## src/rtl/add16_seq.sv

```systemverilog
// add16_seq: nibble-serial add/subtract sequencer built around a single adder4 slice
module adder4 (
  output logic [3:0] S,
  output logic       Cout,
  input  logic [3:0] A,
  input  logic [3:0] B,
  input  logic       Cin
);
  assign {Cout, S} = {1'b0, A} + {1'b0, B} + {4'b0, Cin};
endmodule

module add16_seq #(
  parameter int WIDTH = 16,
  localparam int NIB = WIDTH / 4
) (
  input  logic             clk,
  input  logic             rst,
  input  logic             start,
  input  logic             sub,
  input  logic [WIDTH-1:0] a,
  input  logic [WIDTH-1:0] b,
  output logic             busy,
  output logic             done,
  output logic [WIDTH-1:0] sum,
  output logic             cout,
  output logic             ovf
);
  localparam int IW = (NIB > 1) ? $clog2(NIB) : 1;
  typedef enum logic [1:0] {IDLE, RUN, DONE} state_t;
  state_t           state;
  logic [IW-1:0]    idx;
  logic [WIDTH-1:0] a_r, b_r, sum_r;
  logic             carry_r;
  logic [3:0]       s;
  logic             co;
  adder4 u_add (
    .S   (s),
    .Cout(co),
    .A   (a_r[4*idx +: 4]),
    .B   (b_r[4*idx +: 4]),
    .Cin (carry_r)
  );
  assign busy = state == RUN;
  assign done = state == DONE;
  // sum_r collects nibbles as they are produced; the visible result only moves on the final slice
  always_ff @(posedge clk or posedge rst) begin
    if (rst) begin
      state   <= IDLE;
      idx     <= '0;
      a_r     <= '0;
      b_r     <= '0;
      sum_r   <= '0;
      carry_r <= 1'b0;
      sum     <= '0;
      cout    <= 1'b0;
      ovf     <= 1'b0;
    end else if (state == RUN) begin
      sum_r[4*idx +: 4] <= s;
      carry_r           <= co;
      idx               <= idx + IW'(1);
      if (idx == IW'(NIB - 1)) begin
        sum   <= {s, sum_r[WIDTH-5:0]};
        cout  <= co;
        ovf   <= (a_r[WIDTH-1] == b_r[WIDTH-1]) & (s[3] != a_r[WIDTH-1]);
        state <= DONE;
      end
    end else if (start) begin
      a_r     <= a;
      b_r     <= sub ? ~b : b;
      carry_r <= sub;
      idx     <= '0;
      sum_r   <= '0;
      state   <= RUN;
    end else begin
      state <= IDLE;
    end
  end
endmodule

```

## config.mk

```make
export PLATFORM = sky130hd
export DESIGN_NAME = add16_seq
export DESIGN_NICKNAME = d
export VERILOG_FILES = /design/src/rtl/add16_seq.sv
export SDC_FILE = /design/constraint.sdc
export NUM_CORES = 1
export LEC_CHECK = 0
export CORE_MARGIN = 3
export CORE_UTILIZATION = 49
export CTS_BUF_LIST = sky130_fd_sc_hd__clkbuf_4 sky130_fd_sc_hd__clkbuf_8
export DETAILED_ROUTE_END_ITERATION = 16
export PLACE_DENSITY = 0.75
export SKIP_CTS_REPAIR_TIMING = 1
export SLEW_MARGIN = 25
export SYNTH_ARGS = -nofsm -noshare
export SYNTH_HDL_FRONTEND = slang
export SYNTH_HIERARCHICAL = 1
export SYNTH_SLANG_ARGS = --single-unit
export TNS_END_PERCENT = 10
```

## constraint.sdc

```tcl
create_clock -name clk -period 2.7 [get_ports clk]
set_input_delay 0.405 -clock clk [delete_from_list [all_inputs] [get_ports clk]]
set_output_delay 0.405 -clock clk [all_outputs]
set_load 0.01 [all_outputs]
```

Word level (Yosys, flattened, before mapping)
Index checks and enable logic that the tools add are counted.
{ "classes": {"bitwise_logic": 3, "n_shift": 4, "n_reduce_logical": 3, "eq_ne": 6, "addsub": 4, "mux": 11} }
{ "op_table": {"columns": ["op", "count"], "rows": [
  ["$mux W16", 3],
  ["$neg A4 Y34", 1],
  ["$shift A4 B34 Y16 const A", 1],
  ["$shiftx A4 B34 Y16", 1],
  ["$shiftx A16 B5 Y4", 2],
  ["$bwmux W16", 1],
  ["$not A16 Y16", 1],
  ["$mux W2", 4],
  ["$add A4 B4 Y5", 1],
  ["$add A5 B1 Y5", 1],
  ["$eq A2 B2 Y1 const B", 2],
  ["$reduce_and A2 Y1", 2],
  ["$mux W1", 3],
  ["$add A2 B1 Y2 const B", 1],
  ["$eq A2 B1 Y1 const B", 1],
  ["$ne A2 B1 Y1 const B", 1],
  ["$reduce_bool A2 Y1", 1],
  ["$and A1 B1 Y1", 1],
  ["$eq A1 B1 Y1", 1],
  ["$ne A1 B1 Y1", 1],
  ["$not A1 Y1", 1]
]} }
{ "word_totals": {"output_inout_bits": 20, "wordCells": 40, "input_bits": 36, "regBits": 71} }

Longest topological paths before layout
Gate-level depths: netlist (run 1).
{ "depth": {"word_depth": 6, "depth_mapped": 10, "ltp_nobuf": 9} }

Modules after synthesis
The synthesis (run 1) kept the hierarchy.
{ "by_module_without_submodules": {"columns": ["mod", "n_inst", "cells_per_inst", "area_each_um2", "seq_area_each_um2"], "rows": [
  ["add16_seq", 1, 217, 3054.2, 1676.6],
  ["adder4", 1, 16, 143.9, 0.0]
]} }

Least setup slack after synthesis (run 1)
No wires, ideal clock.
{ "synth_timing": {"path_kind": "register -> register", "startpoint": "reg idx[0]", "endpoint": "reg ovf", "slack_ns": 0.063, "setup_ns": 0.083, "path_stages_with_launch": 10, "t_arrival_ns": 2.553, "period_less_slack_ns": 2.637, "n_path_buf": 1, "required_time_ns": 2.617, "path_cell_list": "dfrtp_1 > buf_2 > mux4_2 > fa_1 > a21o_1 > a21oi_2 > xnor2_1 > nor3b_1 > a21oi_1 > o21ai_0"} }
{ "synth_via": {"elab_chain_cells": 5, "elab_cells_between_ends": 8, "classes_between": "2 x add/sub; 2 x eq/ne; 2 x shift; 1 x bitwise; 1 x reduce/logical"} }
{ "synth_rtl": {"columns": ["element", "line_no", "rtl"], "rows": [
  ["start: declaration", "31", "logic [IW-1:0] idx;"],
  ["start signal: assignment", "60", "idx <= idx + IW'(1);"],
  ["$shiftx A16 B5 Y4, on equally long branches", "39, 40", null],
  ["$add A4 B4 Y5 (*)", "9", "assign {Cout, S} = {1'b0, A} + {1'b0, B} + {4'b0, Cin};"],
  ["$add A5 B1 Y5 (*)", "9", null],
  ["named net s[3]", "34", "logic [3:0] s;"],
  ["$ne A1 B1 Y1 (*)", "64", "ovf <= (a_r[WIDTH-1] == b_r[WIDTH-1]) & (s[3] != a_r[WIDTH-1]);"],
  ["$and A1 B1 Y1 (*)", "64", null],
  ["end signal: assignment", "64", null],
  ["end: declaration", "26", "output logic ovf"]
]} }
Mark *: on every way through the listed nets, which the timed path passes. The rest lies on a longest branch.
A chain may end at the register's enable or synchronous reset.

Worst setup path after layout (run 1)
Same ends and word-level chain as after synthesis.

==> results.sh, run 1 <==
export IMPL_outcome="finished clean"
export IMPL_synth_edff_count=0
export IMPL_avgSynthCellArea_um2=13.7
export IMPL_crit_fanout=4
export IMPL_crit_family="multiplexers"
export IMPL_cap_viol_max_count=0
export IMPL_post_synth_num_cell_types=29
export IMPL_worstMarginPinSlew_ns=0.512
export IMPL_netlist_area_um2=3200
export IMPL_final_nets=339
export IMPL_r2r_end="ovf$_DFFE_PP0P_"
export IMPL_setup_viol_count_final=0
export IMPL_finalSetupTns_ns=0
export IMPL_finalMaxSlewViolations=0
export IMPL_clk_pin_slew_worst_paths_ns=0.07
export IMPL_die_y_um=86.8
export IMPL_worstSetupStartpointType="flip-flop"
export IMPL_hold_viol=0
export IMPL_initial_core_util_pct=52.2
export IMPL_port_buffer_count=55
export IMPL_wl_um=5960
export IMPL_grt_pass1_vias=2097
export IMPL_cts_tree="done"
export IMPL_synth_cells=233
export IMPL_power_density_nw_per_um2=1300
export IMPL_synth_async_reset_ratio_pct=100
export IMPL_post_route_period_util_pct=90.3
export IMPL_cts_root_buf="clkbuf_8"
export IMPL_wire_per_inst_um=16.0
export IMPL_hold_slack_ns=0.416
export IMPL_fp_dieArea_um2=7530
export IMPL_syn_to_final_growth_pct=24.3
export IMPL_synthFlopType="dfrtp_1"
export IMPL_place_ws_ns=0.294
export IMPL_drt_iter0_markers=85
export IMPL_synth_nets=279
export IMPL_insertion_delay_ns=0.34
export IMPL_avgViaCountPerCell=5.31
export IMPL_htree_levels=3
export IMPL_crit_path_end_kind="flip-flop"
export IMPL_drive_gt1_share_pct=23.9
export IMPL_relSlewSlack_pct=65.8
export IMPL_hold_class="in2async"
export IMPL_antenna_found_initial=0
export IMPL_cts_sinks=67
export IMPL_diodes=0
export IMPL_vias=1976
export IMPL_critPathKind="reg2reg"
export IMPL_ios=56
export IMPL_worst_slack_ns=0.263
export IMPL_ant_nets=0
export IMPL_cpMaxStageDelayCell="mux4_2"
export IMPL_path_depth=8
export IMPL_worst_endpoint_required_ns=2.96
export IMPL_grt_use_total_pct=18.0
export IMPL_fin_total_pwr_w=0.00519
export IMPL_vdd_ir_drop_worst_uv=855
export IMPL_synth_seq_cells=67
export IMPL_reg2reg_depth=8
export IMPL_rr_startpoint="idx[0]$_DFFE_PP0P_"
export IMPL_post_dp_hpwl_um=4340
export IMPL_max_stage_delay_ns=0.55
export IMPL_gr_total_overflow=0
export IMPL_min_period_ns=2.44
export IMPL_fp_dieW_um=86.8
export IMPL_yosys_warnings=6
export IMPL_critical_path_arrival_ns=2.70
export IMPL_first_pass_iters=4
export IMPL_finalClockSkew_ns=0.00336
export IMPL_reg2reg_slack_ns=0.26
export IMPL_globalplace_congestion=0.802
export IMPL_crit_chain="mux4_2 > fa_1 > a21o_1 > a21oi_2 > xnor2_1 > nor3b_1 > a21oi_1 > o21ai_0"
export IMPL_route_detailed_drc=0
export IMPL_grt_max_degree=44
export IMPL_rsz0062_at_grt="false"
export IMPL_numCtsBuffers=9
export IMPL_max_clock_freq_ghz=0.410
export IMPL_grt_pass1_wl_um=10300
export IMPL_max_clock_path_buffers=2
export IMPL_row_count=28
export IMPL_leakage_nw=1.76
export IMPL_critPathBufInv=0
export IMPL_coreArea_um2=6130
export IMPL_ys_seq_area_share_pct=52.4
[synth_stat cells, drive strengths merged (2+ instances only)]
master	instances	area, µm²
dfrtp	67	1680
a21oi	34	174
mux2	34	432
xnor2	18	158
a22o	12	105
buf	11	101
inv	9	33.8
ha	8	100
mux4	8	180
clkbuf	4	15.0
mux2i	4	40.0
nor2b	4	25.0
nand2	3	11.3
o21ai	3	15.0
and4	2	17.5
fa	2	40.0
nand2b	2	12.5
nor2	2	7.51
[layout make-up]
type / count / area, µm²
inverter: 9 / 33.8
multi-input combinational: 142 / 1370
timing repair buffer: 64 / 631
sequential: 67 / 1680
tap: 75 / 93.8
clock inverter: 3 / 15.0
fill: 508 / 2160
clock buffer: 12 / 153
[power breakdown]
part / internal, W / leakage (nW) / switching [W] / total [W]
combinational: 0.00143 / 0.841 / 0.00128 / 0.00271
clock: 0.000369 / 0.0928 / 0.000356 / 0.000725
sequential: 0.00146 / 0.828 / 0.000286 / 0.00175
total: 0.00326 / 1.76 / 0.00192 / 0.00519
[metal layers]
metal | up-vias | wire [µm] | track usage [%]
li1 | 947 | - | -
met1 | 972 | 2680 | 23.3
met2 | 47 | 2940 | 28.5
met3 | 10 | 214 | 3.61
met4 | 0 | 130 | 9.49
met5 | - | 0 | 0
[cell usage in the layout (no fill, tap or decap)]
| cell | count |
|---|---|
| a21o_1 | 1 |
| a21oi_1 | 33 |
| a21oi_2 | 1 |
| a22o_1 | 12 |
| and2_4 | 1 |
| and4_1 | 2 |
| buf_12 | 1 |
| buf_4 | 8 |
| clkbuf_4 | 2 |
| clkbuf_8 | 10 |
| clkdlybuf4s50_1 | 55 |
| clkinv_2 | 3 |
| dfrtp_1 | 67 |
| fa_1 | 2 |
| ha_1 | 8 |
| inv_1 | 7 |
| inv_2 | 2 |
| mux2_2 | 21 |
| mux2_4 | 13 |
| mux2i_1 | 4 |
| mux4_2 | 8 |
| nand2_1 | 3 |
| nand2b_1 | 2 |
| nand3b_1 | 1 |
| nor2_1 | 2 |
| nor2b_1 | 4 |
| nor3b_1 | 1 |
| nor4b_2 | 1 |
| o21ai_0 | 3 |
| o31ai_1 | 1 |
| xnor2_1 | 18 |
[worst max-delay path by stage]
stage	from	to	slack, ns
after floorplan	idx[0]$_DFFE_PP0P_	ovf$_DFFE_PP0P_	0.06
after global placement	idx[0]$_DFFE_PP0P_	ovf$_DFFE_PP0P_	0.33
after detailed placement	idx[0]$_DFFE_PP0P_	ovf$_DFFE_PP0P_	0.29
after CTS	idx[0]$_DFFE_PP0P_	ovf$_DFFE_PP0P_	0.25
after global routing	idx[0]$_DFFE_PP0P_	ovf$_DFFE_PP0P_	0.09
final	idx[0]$_DFFE_PP0P_	ovf$_DFFE_PP0P_	0.26
[cells by family (layout without fill, tap and decap cells)]
family / count (synthesis) / after routing / share of synthesized area (%)
compound gates: 51 / 51 / 9.66
buf+inv: 24 / 88 / 4.69
simple gates: 17 / 17 / 3.52
mux: 46 / 46 / 20.4
flops: 67 / 67 / 52.4
fa+ha+maj: 10 / 10 / 4.38
xor+xnor: 18 / 18 / 4.93
[through the flow]
step | cells | cell area [µm²] | util [%]
2_1_floorplan | 233 | 3200 | -
5_1_grt | 372 | 3970 | 64.8
3_5_place_dp | 357 | 3810 | 62.1
3_3_place_gp | 357 | 3810 | 62.1
4_1_cts | 372 | 3970 | 64.8
6_report | 372 | 3970 | 64.8
[sequential cells by signal (all words and copies together), names as in the netlist]
| signal | flops |
|---|---|
| state | 2 |
| ovf | 1 |
| idx | 2 |
| cout | 1 |
| sum_r | 12 |
| a_r | 16 |
| carry_r | 1 |
| sum | 16 |
| b_r | 16 |
(Power assumes the default switching activity.)
==> run 2: changes to the inputs <==
--- a/config.mk
+++ b/config.mk
@@ -8,7 +8,9 @@
 export CORE_MARGIN = 3
 export CORE_UTILIZATION = 49
 export CTS_BUF_LIST = sky130_fd_sc_hd__clkbuf_4 sky130_fd_sc_hd__clkbuf_8
+export CTS_CLUSTER_SIZE = 8
 export DETAILED_ROUTE_END_ITERATION = 16
+export GPL_ROUTABILITY_DRIVEN = 0
 export PLACE_DENSITY = 0.75
 export SKIP_CTS_REPAIR_TIMING = 1
 export SLEW_MARGIN = 25
==> results of run 2 <==
The final DEF is identical to that of run 1; final timing and power are the same.
